<file path="src/rtl/vin_temp_monitor_pkg.sv">
// vin_temp_monitor_pkg
// Shared types and constants for the temperature monitor slice.
//   alarm_state_e : NORMAL / WARN / TRIP alarm levels
//   fill_state_e  : FILL while the averaging window is incomplete, RUN after
//   TEMP_MIN/MAX  : plausible DS18B20 range (-55..125 degC, 1/16 degC units)
//   POR_VALUE     : the sensor's power-on reading (85 degC), suspect until valid
package vin_temp_monitor_pkg;

  typedef enum logic [1:0] {
    ALARM_NORMAL,
    ALARM_WARN,
    ALARM_TRIP
  } alarm_state_e;

  typedef enum logic {
    FILL,
    RUN
  } fill_state_e;

  localparam logic signed [15:0] TEMP_MIN  = -16'sd880;
  localparam logic signed [15:0] TEMP_MAX  = 16'sd2000;
  localparam logic signed [15:0] POR_VALUE = 16'sh0550;

  function automatic logic temp_in_range(input logic signed [15:0] t);
    return (t >= TEMP_MIN) && (t <= TEMP_MAX);
  endfunction

endpackage

</file>
<file path="src/rtl/vin_temp_monitor_avg8.sv">
// temp_avg8
// Eight-entry circular sample buffer with a running sum.
//   clk, rst   : clock, asynchronous active-high reset
//   wr_en      : write one accepted sample this cycle
//   wr_data    : the sample to write (signed 1/16 degC)
//   avg        : registered mean of the buffer (sum >>> 3)
//   avg_next   : the mean the buffer will hold after this cycle's write
module temp_avg8
  import vin_temp_monitor_pkg::*;
(
  input  logic               clk,
  input  logic               rst,
  input  logic               wr_en,
  input  logic signed [15:0] wr_data,
  output logic signed [15:0] avg,
  output logic signed [15:0] avg_next
);

  logic signed [15:0] buf_q [8];
  logic signed [15:0] buf_d [8];
  logic        [2:0]  ptr_q, ptr_d;
  logic signed [18:0] sum_q, sum_d;

  // The slot under the pointer is the oldest entry; its value leaves the sum
  // as the new sample enters. Empty slots hold 0, so filling needs no special case.
  always_comb begin
    buf_d = buf_q;
    ptr_d = ptr_q;
    sum_d = sum_q;
    if (wr_en) begin
      buf_d[ptr_q] = wr_data;
      ptr_d        = ptr_q + 3'd1;
      sum_d        = sum_q + {{3{wr_data[15]}}, wr_data}
                           - {{3{buf_q[ptr_q][15]}}, buf_q[ptr_q]};
    end
  end

  always_ff @(posedge clk or posedge rst) begin
    if (rst) begin
      for (int i = 0; i < 8; i++) buf_q[i] <= '0;
      ptr_q <= '0;
      sum_q <= '0;
    end else begin
      buf_q <= buf_d;
      ptr_q <= ptr_d;
      sum_q <= sum_d;
    end
  end

  assign avg      = 16'(sum_q >>> 3);
  assign avg_next = 16'(sum_d >>> 3);

endmodule

</file>
<file path="src/rtl/vin_temp_monitor.sv">
// vin_temp_monitor
// Samples a raw DS18B20 temperature periodically, rejects implausible
// readings, and reports an 8-sample average, min/max and alarm levels.
//   clk, rst          : clock, asynchronous active-high reset
//   temperature       : raw reading from a slower clock domain
//   temperature_avg   : mean of last 8 accepted samples (last sample while filling)
//   temperature_min/max: extremes of accepted samples since reset
//   valid             : 8 samples have been accepted
//   warn, trip        : alarm levels (trip implies warn)
//   sample_err        : one-cycle pulse for a rejected sample
module vin_temp_monitor
  import vin_temp_monitor_pkg::*;
#(
  parameter int                 SAMPLE_CYCLES = 2400000,
  parameter logic signed [15:0] WARN_LIMIT    = 16'sd960,
  parameter logic signed [15:0] TRIP_LIMIT    = 16'sd1280,
  parameter logic signed [15:0] HYST          = 16'sd32
) (
  input  logic               clk,
  input  logic               rst,
  input  logic signed [15:0] temperature,
  output logic signed [15:0] temperature_avg,
  output logic signed [15:0] temperature_min,
  output logic signed [15:0] temperature_max,
  output logic               valid,
  output logic               warn,
  output logic               trip,
  output logic               sample_err
);

  localparam int CW = (SAMPLE_CYCLES > 1) ? $clog2(SAMPLE_CYCLES) : 1;

  logic signed [15:0] sync1_q, sync1_d, sync2_q, sync2_d;
  logic [CW-1:0]      tick_cnt_q, tick_cnt_d;
  logic [1:0]         tries_q, tries_d;
  logic               acc_q, acc_d, err_q, err_d;
  logic signed [15:0] acc_data_q, acc_data_d;
  logic [3:0]         count_q, count_d;
  fill_state_e        fill_q, fill_d;
  alarm_state_e       alarm_q, alarm_d;
  logic signed [15:0] last_q, last_d, min_q, min_d, max_q, max_d;
  logic signed [15:0] avg8, avg8_next;
  logic               tick, coherent, capture, sample_ok;

  // Capture stage: a tick opens up to four attempt cycles; the sample is only
  // taken when both synchroniser stages agree. A new tick restarts attempts.
  always_comb begin
    sync1_d    = temperature;
    sync2_d    = sync1_q;
    tick       = (tick_cnt_q == CW'(SAMPLE_CYCLES - 1));
    tick_cnt_d = tick ? '0 : tick_cnt_q + 1'b1;
    coherent   = (sync1_q == sync2_q);
    capture    = (tick || (tries_q != 2'd0)) && coherent;
    tries_d    = 2'd0;
    if (tick) begin
      tries_d = coherent ? 2'd0 : 2'd3;
    end else if (tries_q != 2'd0 && !coherent) begin
      tries_d = tries_q - 2'd1;
    end
    // The power-on value is only suspicious until the average is trusted.
    sample_ok  = temp_in_range(sync2_q) && !((sync2_q == POR_VALUE) && (fill_q == FILL));
    acc_d      = capture && sample_ok;
    err_d      = capture && !sample_ok;
    acc_data_d = sync2_q;
  end

  temp_avg8 u_avg8 (
    .clk      (clk),
    .rst      (rst),
    .wr_en    (acc_q),
    .wr_data  (acc_data_q),
    .avg      (avg8),
    .avg_next (avg8_next)
  );

  // Update stage: statistics, fill and alarm state all change on the cycle
  // after capture so every output moves together two cycles after capture.
  // The alarm sees the average as it will be published, including on the
  // accept that completes the window.
  always_comb begin
    count_d = count_q;
    fill_d  = fill_q;
    last_d  = last_q;
    min_d   = min_q;
    max_d   = max_q;
    alarm_d = alarm_q;
    if (acc_q) begin
      last_d = acc_data_q;
      if (count_q != 4'd8) count_d = count_q + 4'd1;
      if (count_q == 4'd7) fill_d = RUN;
      if (count_q == 4'd0) begin
        min_d = acc_data_q;
        max_d = acc_data_q;
      end else begin
        if (acc_data_q < min_q) min_d = acc_data_q;
        if (acc_data_q > max_q) max_d = acc_data_q;
      end
      if (fill_d == RUN) begin
        case (alarm_q)
          ALARM_NORMAL: begin
            if (avg8_next >= TRIP_LIMIT)      alarm_d = ALARM_TRIP;
            else if (avg8_next >= WARN_LIMIT) alarm_d = ALARM_WARN;
          end
          ALARM_WARN: begin
            if (avg8_next >= TRIP_LIMIT)                alarm_d = ALARM_TRIP;
            else if (avg8_next < WARN_LIMIT - HYST)     alarm_d = ALARM_NORMAL;
          end
          ALARM_TRIP: begin
            if (avg8_next < TRIP_LIMIT - HYST) alarm_d = ALARM_WARN;
          end
          default: alarm_d = ALARM_NORMAL;
        endcase
      end
    end
  end

  always_ff @(posedge clk or posedge rst) begin
    if (rst) begin
      sync1_q    <= '0;
      sync2_q    <= '0;
      tick_cnt_q <= '0;
      tries_q    <= '0;
      acc_q      <= 1'b0;
      err_q      <= 1'b0;
      acc_data_q <= '0;
      count_q    <= '0;
      fill_q     <= FILL;
      alarm_q    <= ALARM_NORMAL;
      last_q     <= '0;
      min_q      <= '0;
      max_q      <= '0;
    end else begin
      sync1_q    <= sync1_d;
      sync2_q    <= sync2_d;
      tick_cnt_q <= tick_cnt_d;
      tries_q    <= tries_d;
      acc_q      <= acc_d;
      err_q      <= err_d;
      acc_data_q <= acc_data_d;
      count_q    <= count_d;
      fill_q     <= fill_d;
      alarm_q    <= alarm_d;
      last_q     <= last_d;
      min_q      <= min_d;
      max_q      <= max_d;
    end
  end

  assign valid           = (fill_q == RUN);
  assign temperature_avg = valid ? avg8 : last_q;
  assign temperature_min = min_q;
  assign temperature_max = max_q;
  assign warn            = (alarm_q != ALARM_NORMAL);
  assign trip            = (alarm_q == ALARM_TRIP);
  assign sample_err      = err_q;

endmodule
</file>
<file path="config.mk">
export PLATFORM = sky130hd
export DESIGN_NAME = vin_temp_monitor
export DESIGN_NICKNAME = d
export VERILOG_FILES = /design/src/rtl/vin_temp_monitor_pkg.sv /design/src/rtl/vin_temp_monitor_avg8.sv /design/src/rtl/vin_temp_monitor.sv
export SDC_FILE = /design/constraint.sdc
export NUM_CORES = 1
export LEC_CHECK = 0
export BUFFER_PORTS_ARGS = -buffer_cell sky130_fd_sc_hd__buf_2
export CORE_ASPECT_RATIO = 1.5
export CORE_MARGIN = 8
export CORE_UTILIZATION = 45
export CTS_BUF_LIST = sky130_fd_sc_hd__clkbuf_8 sky130_fd_sc_hd__clkbuf_16
export DETAILED_ROUTE_END_ITERATION = 6
export PLACE_DENSITY = 0.6
export SKIP_LAST_GASP = 1
export SLEW_MARGIN = 20
export SYNTH_ARGS = -nofsm -noshare
export SYNTH_HDL_FRONTEND = slang
export SYNTH_SLANG_ARGS = --single-unit
</file>
<file path="constraint.sdc">
create_clock -name clk -period 23.8 [get_ports clk]
set_input_delay 4.76 -clock clk [delete_from_list [all_inputs] [get_ports clk]]
set_output_delay 4.76 -clock clk [all_outputs]
set_load 0.005 [all_outputs]
</file>
Word-level counts from Yosys, hierarchy flattened --
Cells that the tools add are included.
Storage, ports and cells: register bits 279, input port bits 18, output and inout port bits 52, logic and storage cells 98
Cells by class: $add $sub $neg 6, magnitude comparators 10, equality and inequality tests 10, multiplexer cells 24, bitwise gates (word level) 2, reductions and logical operators 22
Operator list (count):
- $bwmux W128 | 1
- $mux W16 | 8
- $bmux W16 S3 | 1
- $demux W16 S3 | 1
- $ge A16 B11 Y1 const B | 2
- $add A22 B1 Y22 const B | 1
- $eq A22 B22 Y1 const B | 1
- $mux W22 | 1
- $add A19 B19 Y19 | 1
- $mux W19 | 1
- $sub A19 B19 Y19 | 1
- $eq A16 B12 Y1 const B | 1
- $eq A16 B16 Y1 | 1
- $ge A16 B12 Y1 const B | 1
- $gt A16 B16 Y1 | 1
- $le A16 B12 Y1 const B | 1
- $lt A16 B11 Y1 const B | 1
- $lt A16 B12 Y1 const B | 1
- $lt A16 B16 Y1 | 1
- $mux W2 | 8
- $logic_and A1 B1 Y1 | 8
- $reduce_bool A2 Y1 | 4
- $ne A3 B3 Y1 const B | 2
- $pmux W2 S3 | 1
- 19 further kinds | 24

Longest topological paths before layout --
Gate-level depths: netlist of run 1.
word-level depth 10, mapped depth 19, depth with buffers taken out 16

Cells and area by module --
Synthesis of run 1 repeated with hierarchy kept, for this count alone.
Second synthesis, totals: cell total of the unflattened synthesis 1170, area total of the unflattened synthesis 14036.0 um2
By module, submodules not included:
- temp_avg8 | instances 1, cells an instance 683, area an instance 8124.0 um2, seq. area each 3753.6 um2
- vin_temp_monitor | instances 1, cells an instance 487, area an instance 5911.9 um2, seq. area each 3228.1 um2

Least setup slack after synthesis of run 1 --
Ideal clock, no wire load.
kind reg-to-output, start point register fill_q, in the netlist valid, end point output temperature_avg[10], data arrival time 1.379 ns, data required time 19.040 ns, slack 17.661 ns, cell stages (with the launch flop) 4, buffers on the path 2, cells stage by stage dfrtp_1 > clkbuf_1 > clkbuf_1 > mux2_2
On the way: longest elaborated chain between the ends 1
Ends and longest elaborated chain:
- start, declared | RTL line vin_temp_monitor.sv:39 | fill_state_e fill_q, fill_d;
- start signal, assigned | RTL line vin_temp_monitor.sv:141 | fill_q <= fill_d;
- $mux W16 | RTL line vin_temp_monitor.sv:150 | assign temperature_avg = valid ? avg8 : last_q;
- end, declared | RTL line vin_temp_monitor.sv:22 | output logic signed [15:0] temperature_avg,
No other way between the ends.

Worst setup path in the final report of run 1 --
start point register fill_q, in the netlist valid, end point output temperature_avg[6]
The elaborated chain is that of the path after synthesis.

==> results of run 1 <==
[cells in the final DEF, fill, tap and decap left out, types with 3 or more instances in the layout]
master      instances
buf_2              69
a31oi_1             3
nor3_2              3
buf_4              19
xor2_1             31
o21ai_0            79
mux4_2             32
nand4_1            17
nand4b_1            3
o21a_1             10
clkbuf_8            5
mux2_2            124
nand2_1            98
nor2_1             42
a21o_1             17
xnor2_1            16
o21bai_1            4
a211oi_1            5
nand2b_1            6
inv_6               3
inv_1             106
mux2i_1            32
nor4_1              8
dfrtp_1           277
and3_1              3
clkinv_2            5
a211o_1             4
nor3_1             10
ha_1               56
nor2b_1             6
or3_1               7
clkbuf_16          29
o211ai_1           10
nor3b_1             3
nand3_1            17
a21oi_1            25
mux2_1              3
fa_1               18
clkinvlp_4          4
[worst register-to-register path, cell delays in order, from the launching register on]
cell	delay (ps)
dfrtp_2	730
buf_4	490
mux4_2	580
mux2_2	290
fa_1	470
inv_1	40
ha_1	380
a21oi_1	140
o211a_4	190
or3_4	400
a2111oi_4	450
a2111oi_4	100
xnor2_1	180
a2111oi_2	520
a21boi_2	280
a2111oi_2	50
a21o_1	170
[cell usage after synthesis, types with 18 or more instances]
| library cell | count | area share |
|---|---|---|
| a21oi_1 | 25 | 0.0089 |
| clkbuf_1 | 32 | 0.0086 |
| dfrtp_1 | 279 | 0.50 |
| fa_1 | 18 | 0.026 |
| ha_1 | 56 | 0.050 |
| inv_1 | 105 | 0.028 |
| mux2_2 | 124 | 0.10 |
| mux2i_1 | 32 | 0.023 |
| mux4_2 | 32 | 0.051 |
| nand2_1 | 98 | 0.026 |
| nor2_1 | 43 | 0.012 |
| o21ai_0 | 79 | 0.028 |
| xor2_1 | 31 | 0.019 |
[registers in the layout, summed over array words and instances, names as in the netlist, 2 cells and up]
name / count
tick_cnt_q: 22
u_avg8.ptr_q: 3
count_q: 4
u_avg8.sum_q: 19
u_avg8.buf_q: 128
sync1_q: 16
alarm_q: 2
acc_data_q: 16
temperature_max: 16
last_q: 16
acc_data_d: 16
temperature_min: 16
tries_q: 2
[per-layer routing]
layer | track usage | share of wire
met2 | 0.321 | 0.51
met4 | 0.0659 | 0.030
met5 | 0 | 0
met3 | 0.0252 | 0.035
met1 | 0.214 | 0.42
[power groups by stage]
stage / Sequential, µW / Clock, µW / Combinational [µW]
6_report: 485 / 449 / 58.1
5_1_grt: 485 / 480 / 65.8
4_1_cts: 485 / 462 / 59.0
3_5_place_dp: 494 / 0 / 58.7
3_3_place_gp: 494 / 0 / 58.2
2_1_floorplan: 491 / 0 / 43.5
[metrics by stage]
stage / worst slack [ps] / hold WS [ps] / util
2_1_floorplan: 11350 / 372 / -
3_3_place_gp: 16310 / 376 / 0.480
3_5_place_dp: 16300 / 380 / 0.480
4_1_cts: 16810 / 394 / 0.511
5_1_grt: 16550 / 400 / 0.511
6_report: 16940 / 390 / 0.511
[layout make-up]
cell class	count	area [µm²]	share of cell area
clock buffers	34	795	0.0505
clock inverters	17	158	0.0100
inverters	105	402	0.0255
multi-input cells	741	6410	0.407
flip-flops and latches	279	6980	0.444
well taps	405	507	0.0322
repair buffers	88	488	0.0310
[logic make-up (layout without fill, tap and decap cells)]
group / count (synthesis) / after routing / share of synthesized area
XOR/XNOR: 47 / 47 / 0.0293
flip-flops: 279 / 279 / 0.498
AND/OR/NAND/NOR: 240 / 240 / 0.0829
adder cells (fa/ha/maj): 74 / 74 / 0.0756
multiplexers: 191 / 191 / 0.176
buffers and inverters: 155 / 244 / 0.0465
AO/OA/AOI/OAI: 189 / 189 / 0.0917
[worst paths after layout]
check | startpoint | endpoint | slack, ps | cells past startpoint
worst min-delay path | sync1_q[2] | acc_data_d[2] | 390 | 0
max in group asynchronous | rst | acc_data_q[7] | 17070 | 4
worst max-delay path | valid | temperature_avg[6] | 16940 | 2
worst max register to register | u_avg8.ptr_q[0] | alarm_q[1] | 18220 | 16
min in group asynchronous | rst | temperature_max[12] | 4430 | 2
worst min register to register | sync1_q[2] | acc_data_d[2] | 390 | 0
==> qor.csv, run 1 <==
metric,value,unit
NumNets Final,1335,
Max-Cap Viols,0,
initial antenna violation count,0,
FP Rows,79,
IO Pins,70,
status,completed,
ANT cells,0,
register bit count reported by yosys,279,
final setup TNS,0,ps
crit path buf inv count,1,
Initial DRC Count,353,
syn nets,1267,
Syn. warnings,0,
largest net degree at the start of global routing,138,
Slew @ Worst Pin,986,ps
Post-synth top flop,dfrtp_1,
drt total wl,32.5,mm
sequential area share after synthesis,0.498,
"Async S/R FF share, synth",1.00,
post-CTS setup buffer count,0,
setup violators final,0,
fraction of layout cells with a size suffix above 1,0.256,
Area Growth Syn to Fin,12.3,%
Int Pwr,758,µW
"Reg clk slew, reported paths",70,ps
Switch Pwr,234,µW
Num CTS Buffers,28,
Synth cell types,74,
min Tclk post-route,6860,ps
crit path DAT,2100,ps
fin cells,1669,
via count,8992,
WP data required,19040,ps
worst skew pair latency,550,ps
RSZ-0062 raised after global routing,no,
CP top delay family,flip-flops,
Cells after DPL,1618,
Post-DRT Antenna Nets,0,
number of H-tree levels,1,
CTS resizes,0,
global route total overflow,0,
Worst Clk Skew,12.8,ps
Die Height,232,µm
critical path class,reg -> out,
DP HPWL,23.2,mm
CP Max Fanout,19,
port bufs,69,
"Critical Path, Cell by Cell",mux2_2 -> buf_2,
DR WL/cell,19.5,µm
max_slew headroom,0.343,
max incr delay on CP,990,ps
GP Congestion,0.839,
first-pass GRT wire length,52.5,mm
hold_buf cts,0,
core area,30800,µm²
fin area,15700,µm²
"Hold Violations, Final",0,
fill count,2748,
share of total power in combinational logic,0.059,
maximum vdd drop,54.9,µV
syn avg cell area,11.9,µm²
Vias/cell,5.39,
Starting Density,0.455,
Sw Share,0.236,
"EDFF count, synth",0,
GR Util All Layers,0.179,
die area,37200,µm²
Pleak,0.00766,µW
final slew viol count,0,
number of global-route vias before repair,9633,
Clock Path Buffers,3,
fmax,0.146,GHz
Pwr Total,992,µW
drt drc,0,
Worst Setup End Kind,output pin,
Clk pwr share,0.452,
Worst Hold Class,reg -> reg,
Initial DRT Pass Iterations,5,
Final period util,0.288,
Flop pwr share,0.489,
die width,160,µm
CTS tree,yes,
CTS Root Cell,clkbuf_16,
synthesized area,14000,µm²
CP Launch Type,flop,
CP max-delay cell,dfrtp_1,
Post-DP Area,14800,µm²
Gate Count Post-Synth,1175,
PwrDens,63.0,nW/µm²
clock sink count,279,
Power figures use the tool's default switching activity.
==> run 2: changes to the inputs <==
--- a/config.mk
+++ b/config.mk
@@ -11,7 +11,7 @@
 export CORE_UTILIZATION = 45
 export CTS_BUF_LIST = sky130_fd_sc_hd__clkbuf_8 sky130_fd_sc_hd__clkbuf_16
 export DETAILED_ROUTE_END_ITERATION = 6
-export PLACE_DENSITY = 0.6
+export PLACE_DENSITY = 0.62
 export SKIP_LAST_GASP = 1
 export SLEW_MARGIN = 20
 export SYNTH_ARGS = -nofsm -noshare
==> constraint.sdc (replaced) <==
create_clock -name clk -period 5.7 [get_ports clk]
set_input_delay 1.14 -clock clk [delete_from_list [all_inputs] [get_ports clk]]
set_output_delay 1.14 -clock clk [all_outputs]
set_load 0.005 [all_outputs]
==> run 2 against run 1 <==
  * Non-clock buffer count stayed put
  * Hold slack better by 1.5 ps
  * First-iteration DRC count is 25% lower
  * Core utilization is 0.32 points higher
  * Power grew to 4.3 times the previous value
  * Clock power grew to 4.5 times the previous value
  * Combinational power grew to 4.2 times the previous value
  * Die area stayed put
==> qor.csv, run 2 (synthesized netlist as in run 1, its figures left out) <==
metric,value,unit,change
FP Rows,79,,unchanged
Clk pwr share,0.472,,+0.020
Post-DRT Antenna Nets,0,,unchanged
GP Congestion,0.839,,about the same
CP Launch Type,flop,,
WP data required,6140,ps,-12900 ps
critical path class,reg -> reg,,
largest net degree at the start of global routing,184,,+33%
crit path DAT,5570,ps,+3470 ps
CP Max Fanout,23,,+4
worst skew pair latency,550,ps,about the same
CP top delay family,compound AO/OA/AOI/OAI gates,,
RSZ-0062 raised after global routing,no,,
hold_buf cts,0,,unchanged
fmax,0.195,GHz,
Initial DRC Count,263,,-25%
Switch Pwr,972,µW,+320%
"worst slack, placed",410,ps,-15890 ps
Die Height,232,µm,unchanged
port bufs,69,,unchanged
die width,160,µm,unchanged
initial antenna violation count,0,,unchanged
max FFs per register,128,,unchanged
min Tclk post-route,5130,ps,
Max-Cap Viols,0,,unchanged
die area,37200,µm²,unchanged
status,completed,,
share of total power in combinational logic,0.057,,-0.002
setup ws final,569,ps,-16370 ps
core area,30800,µm²,unchanged
CTS tree,yes,,
fill count,2740,,-0.29%
Flop pwr share,0.471,,-0.018
Levels on crit path,16,,+14
Area Growth Syn to Fin,13.0,%,
Pleak,0.00769,µW,+0.38%
max incr delay on CP,720,ps,-270 ps
maximum vdd drop,265,µV,+380%
final setup TNS,0,ps,unchanged
CTS Root Cell,clkbuf_16,,
number of global-route vias before repair,9653,,+0.21%
DP HPWL,23.1,mm,-0.37%
via count,9027,,+0.39%
Int Pwr,3330,µW,+340%
Num CTS Buffers,27,,-3.6%
Worst Hold Class,reg -> reg,,
PwrDens,271,nW/µm²,+330%
fraction of layout cells with a size suffix above 1,0.254,,-0.00118
setup violators final,0,,unchanged
r2r startpoint,u_avg8.ptr_q[0],,
crit path buf inv count,2,,+1
Initial DRT Pass Iterations,5,,unchanged
"Reg clk slew, reported paths",60,ps,about the same
Worst Hold Depth,0,,unchanged
worst r2r path cells,16,,unchanged
final slew viol count,0,,unchanged
global route total overflow,0,,unchanged
post-CTS setup buffer count,0,,unchanged
clock sink count,279,,unchanged
"Hold Violations, Final",0,,unchanged
Slew @ Worst Pin,1130,ps,+145 ps
Sw Share,0.226,,-0.00984
Worst Setup End Kind,flop,,
flop2flop setup slack,570,ps,-17650 ps
Clock Path Buffers,3,,unchanged
ANT cells,0,,unchanged
crit path from,u_avg8.ptr_q[0],,
most numerous cell on the critical path,o21ai_0,,
first-pass GRT wire length,52.4,mm,-0.14%
"most common cell after layout, fill and taps aside",dfrtp_1,,
number of H-tree levels,1,,unchanged
GR Util All Layers,0.177,,-0.00117
"commonest cells after routing, fill and taps aside","dfrtp_1 (277), mux2_2 (124), inv_1 (105)",,
Worst Clk Skew,15.7,ps,+2.91 ps
Biggest register,u_avg8.buf_q,,
CP max-delay cell,dfrtp_4,,
fin area,15800,µm²,+0.62%
NumNets Final,1334,,-0.075%
Starting Density,0.455,,unchanged
Pwr Total,4300,µW,+330%
drt drc,0,,unchanged
Final period util,0.900,,
"Critical Path, Cell by Cell",buf_4 -> mux4_2 -> mux2_2 -> fa_1 -> inv_1 -> ha_1 -> a21oi_1 -> o21ai_0 -> a22oi_1 -> a31oi_1 -> nor3b_1 -> xor2_1 -> o22ai_1 -> o21ai_0 -> nand3_2 -> a21o_1,,
max_slew headroom,0.245,,-0.0978
Hold Startpoint,sync1_q[15],,
Hold Slack,392,ps,+1.54 ps
RR Endpoint,alarm_q[1],,
IO Pins,70,,unchanged
drt total wl,32.3,mm,-0.57%
biggest regs,"u_avg8.buf_q x128, tick_cnt_q x22, u_avg8.sum_q x19",,
Vias/cell,5.42,,+0.51%
Post-DP Area,14800,µm²,+0.19%
CP endpoint,alarm_q[1],,
DR WL/cell,19.4,µm,-0.45%
[run 2: changes by cell type in the layout (fill, tap and decap cells not counted), moves of 2 or more]
cell,previous run,this run
buf_12,0,2
buf_4,19,17
clkinv_2,5,3
clkbuf_16,29,27
inv_6,3,1
bufinv_16,2,7
[run 2: how the worst min path moves through the flow]
| stage | to | slack (ps) |
|---|---|---|
| 6_report | acc_data_d[15] | 390 |
| 5_1_grt | acc_data_d[15] | 400 |
| 2_1_floorplan | acc_data_d[0] | 370 |
| 3_3_place_gp | acc_data_d[3] | 380 |
| 4_1_cts | acc_data_d[15] | 390 |
| 3_5_place_dp | acc_data_d[3] | 380 |
[run 2: repair_timing]
item	CTS	global route
endpoints found under the setup margin	0	1
endpoints found under the hold margin	0	0
gates resized for setup	0	1
[run 2: area by class of cell]
class	instances	area, µm²	area share
multi-input cells	741	6420	0.405
clock inverters	17	278	0.0175
inverters	105	398	0.0251
repair buffers	88	513	0.0324
clock buffers	32	744	0.0470
well taps	405	507	0.0320
flip-flops and latches	279	6990	0.441
[run 2: layer usage]
metal  track usage  wire (µm)  vias to the layer above
met5             0          0                        -
met4        0.0715       1170                        0
met3        0.0243       1180                       69
met2         0.316      16600                      182
met1         0.213      13300                     4521
li1              -          -                     4255
[run 2: per-stage QoR]
step,utilization,cells
after floorplan,-,1175
after detailed placement,0.481,1618
after global routing,0.514,1667
final,0.514,1667
after CTS,0.514,1667
after global placement,0.481,1618
[run 2: power groups by stage]
stage | Combinational [µW] | Clock, µW | Sequential [µW]
3_5_place_dp | 247 | 0 | 2060
3_3_place_gp | 245 | 0 | 2060
6_report | 244 | 2030 | 2030
5_1_grt | 276 | 2150 | 2030
4_1_cts | 248 | 2080 | 2020
2_1_floorplan | 182 | 0 | 2050
==> run 3: changes to the inputs <==
--- a/config.mk
+++ b/config.mk
@@ -5,9 +5,11 @@
 export SDC_FILE = /design/constraint.sdc
 export NUM_CORES = 1
 export LEC_CHECK = 0
+export ABC_CLOCK_PERIOD_IN_PS = 5700
 export BUFFER_PORTS_ARGS = -buffer_cell sky130_fd_sc_hd__buf_2
+export CAP_MARGIN = 10
 export CORE_ASPECT_RATIO = 1.5
-export CORE_MARGIN = 8
+export CORE_MARGIN = 1.5
 export CORE_UTILIZATION = 45
 export CTS_BUF_LIST = sky130_fd_sc_hd__clkbuf_8 sky130_fd_sc_hd__clkbuf_16
 export DETAILED_ROUTE_END_ITERATION = 6
==> run 3 against run 2 <==
  * Sequential share of layout area grew 0.29 points
  * Register-to-register slack worse by 140 ps
  * Flip-flop and latch count is the same
  * Sequential power is essentially flat
  * Fmax is 2.7% lower
  * Via count rose by 1.0%
  * Final cell count grew 0.18%
  * Worst setup slack worse by 140 ps
  * Critical path type unchanged
  * Critical endpoint unchanged
==> qor.csv, run 3 (synthesized netlist as in run 1, its figures left out) <==
metric,value,unit,change
Biggest register,u_avg8.buf_q,,
DP HPWL,22.7,mm,-1.5%
"most common cell after layout, fill and taps aside",dfrtp_1,,
max incr delay on CP,1020,ps,+300 ps
CP Max Fanout,22,,-4.3%
Area Growth Syn to Fin,12.2,%,
Slew @ Worst Pin,1040,ps,-89.7 ps
GR Util All Layers,0.207,,+0.0292
number of global-route vias before repair,9743,,+0.93%
port bufs,69,,unchanged
"Critical Path, Cell by Cell",buf_4 -> mux4_2 -> mux2_2 -> fa_1 -> inv_1 -> ha_1 -> a21oi_1 -> o21ai_0 -> a22oi_1 -> nand4_1 -> nor3b_1 -> xor2_1 -> o22ai_1 -> o21ai_0 -> nand3_2 -> a21o_1,,
CTS tree,yes,,
setup violators final,0,,unchanged
Post-DP Area,14800,µm²,about the same
Die Height,219,µm,-5.6%
Worst Setup End Kind,flop,,
number of H-tree levels,1,,unchanged
CP max-delay cell,dfrtp_1,,
Initial DRC Count,450,,+71%
clock sink count,279,,unchanged
Worst Hold Class,reg -> reg,,
crit path DAT,5720,ps,+150 ps
GP Congestion,0.926,,+10%
"Reg clk slew, reported paths",60,ps,about the same
via count,9120,,+1.0%
status,completed,,
"Hold Violations, Final",0,,unchanged
RSZ-0062 raised after global routing,no,,
max FFs per register,128,,unchanged
Final period util,0.926,,+0.0254
core area,30800,µm²,unchanged
crit path buf inv count,2,,unchanged
FP Rows,79,,unchanged
fin area,15700,µm²,-0.65%
die area,32300,µm²,-13%
ANT cells,0,,unchanged
IO Pins,70,,unchanged
final setup TNS,0,ps,unchanged
Starting Density,0.455,,unchanged
die width,147,µm,-8.1%
CP top delay family,compound AO/OA/AOI/OAI gates,,
PwrDens,258,nW/µm²,-5.1%
worst skew pair latency,560,ps,about the same
DR WL/cell,19.4,µm,+0.12%
Clock Path Buffers,3,,unchanged
maximum vdd drop,250,µV,-5.7%
Initial DRT Pass Iterations,5,,unchanged
initial antenna violation count,0,,unchanged
max_slew headroom,0.305,,+0.0606
CTS Root Cell,clkbuf_16,,
most numerous cell on the critical path,o21ai_0,,
WP data required,6150,ps,about the same
CP Launch Type,flop,,
final slew viol count,0,,unchanged
drt drc,0,,unchanged
NumNets Final,1338,,+0.30%
largest net degree at the start of global routing,185,,+0.54%
Vias/cell,5.46,,+0.85%
critical path class,reg -> reg,,
Num CTS Buffers,28,,+3.7%
min Tclk post-route,5280,ps,+145 ps
fmax,0.190,GHz,-2.7%
Worst Clk Skew,11.4,ps,-4.31 ps
Pwr Total,4060,µW,-5.7%
first-pass GRT wire length,52.2,mm,-0.53%
"commonest cells after routing, fill and taps aside","dfrtp_1 (277), mux2_2 (124), inv_1 (109)",,
Post-DRT Antenna Nets,0,,unchanged
drt total wl,32.4,mm,+0.30%
fraction of layout cells with a size suffix above 1,0.253,,-0.00139
Pleak,0.00768,µW,-0.15%
global route total overflow,0,,unchanged
biggest regs,"u_avg8.buf_q x128, tick_cnt_q x22, u_avg8.sum_q x19",,
Max-Cap Viols,0,,unchanged
-- run 3: changes by cell type in the layout (fill, tap and decap cells not counted), moves of 3 or more --
cell,delta
buf_4,+3
bufinv_16,-7
clkbuf_8,+3
inv_1,+4
-- run 3: report_power, final --
group	switching [µW]	internal [µW]	total (µW)
combinational	165	84.1	249
clock	762	1020	1780
sequential	28.0	2000	2030
-- run 3: cell type report --
cell class / instances / area [µm²]
inverter: 105 / 398
timing repair buffer: 91 / 543
clock inverter: 12 / 60.1
clock buffer: 37 / 836
multi-input combinational: 741 / 6410
sequential: 279 / 6990
tap: 405 / 507
fill: 2788 / 15100
-- run 3: worst paths after layout --
path	start	end	slack, ps	cells past startpoint
setup / recovery	u_avg8.ptr_q[1]	alarm_q[1]	420	16
hold / removal	sync1_q[9]	acc_data_d[9]	390	0
min in group asynchronous	rst	acc_data_q[13]	640	3
setup reg to reg	u_avg8.ptr_q[1]	alarm_q[1]	420	16
max in group asynchronous	rst	u_avg8.buf_q[42]	3840	4
hold reg to reg	sync1_q[9]	acc_data_d[9]	390	0
-- run 3: per-layer routing --
layer / share of wire / vias to the layer above / global-route usage
met5: 0 / - / 0
met4: 0.032 / 0 / 0.0767
met3: 0.036 / 65 / 0.0279
met2: 0.52 / 178 / 0.381
met1: 0.41 / 4620 / 0.244
li1: - / 4257 / -
-- run 3: per-stage QoR --
step	setup slack (ps)	cells	hold WS [ps]	utilization
global placement	480	1620	378	0.480
floorplan	407	1175	372	-
global route	74.2	1670	400	0.510
CTS	319	1669	393	0.509
finish	424	1670	387	0.510
detailed placement	342	1620	378	0.480
-- run 3: timing repair --
action,CTS,global route
resized for setup,0,1
setup buffers,0,0
endpoints found under the setup margin,0,2
hold buffers,0,0
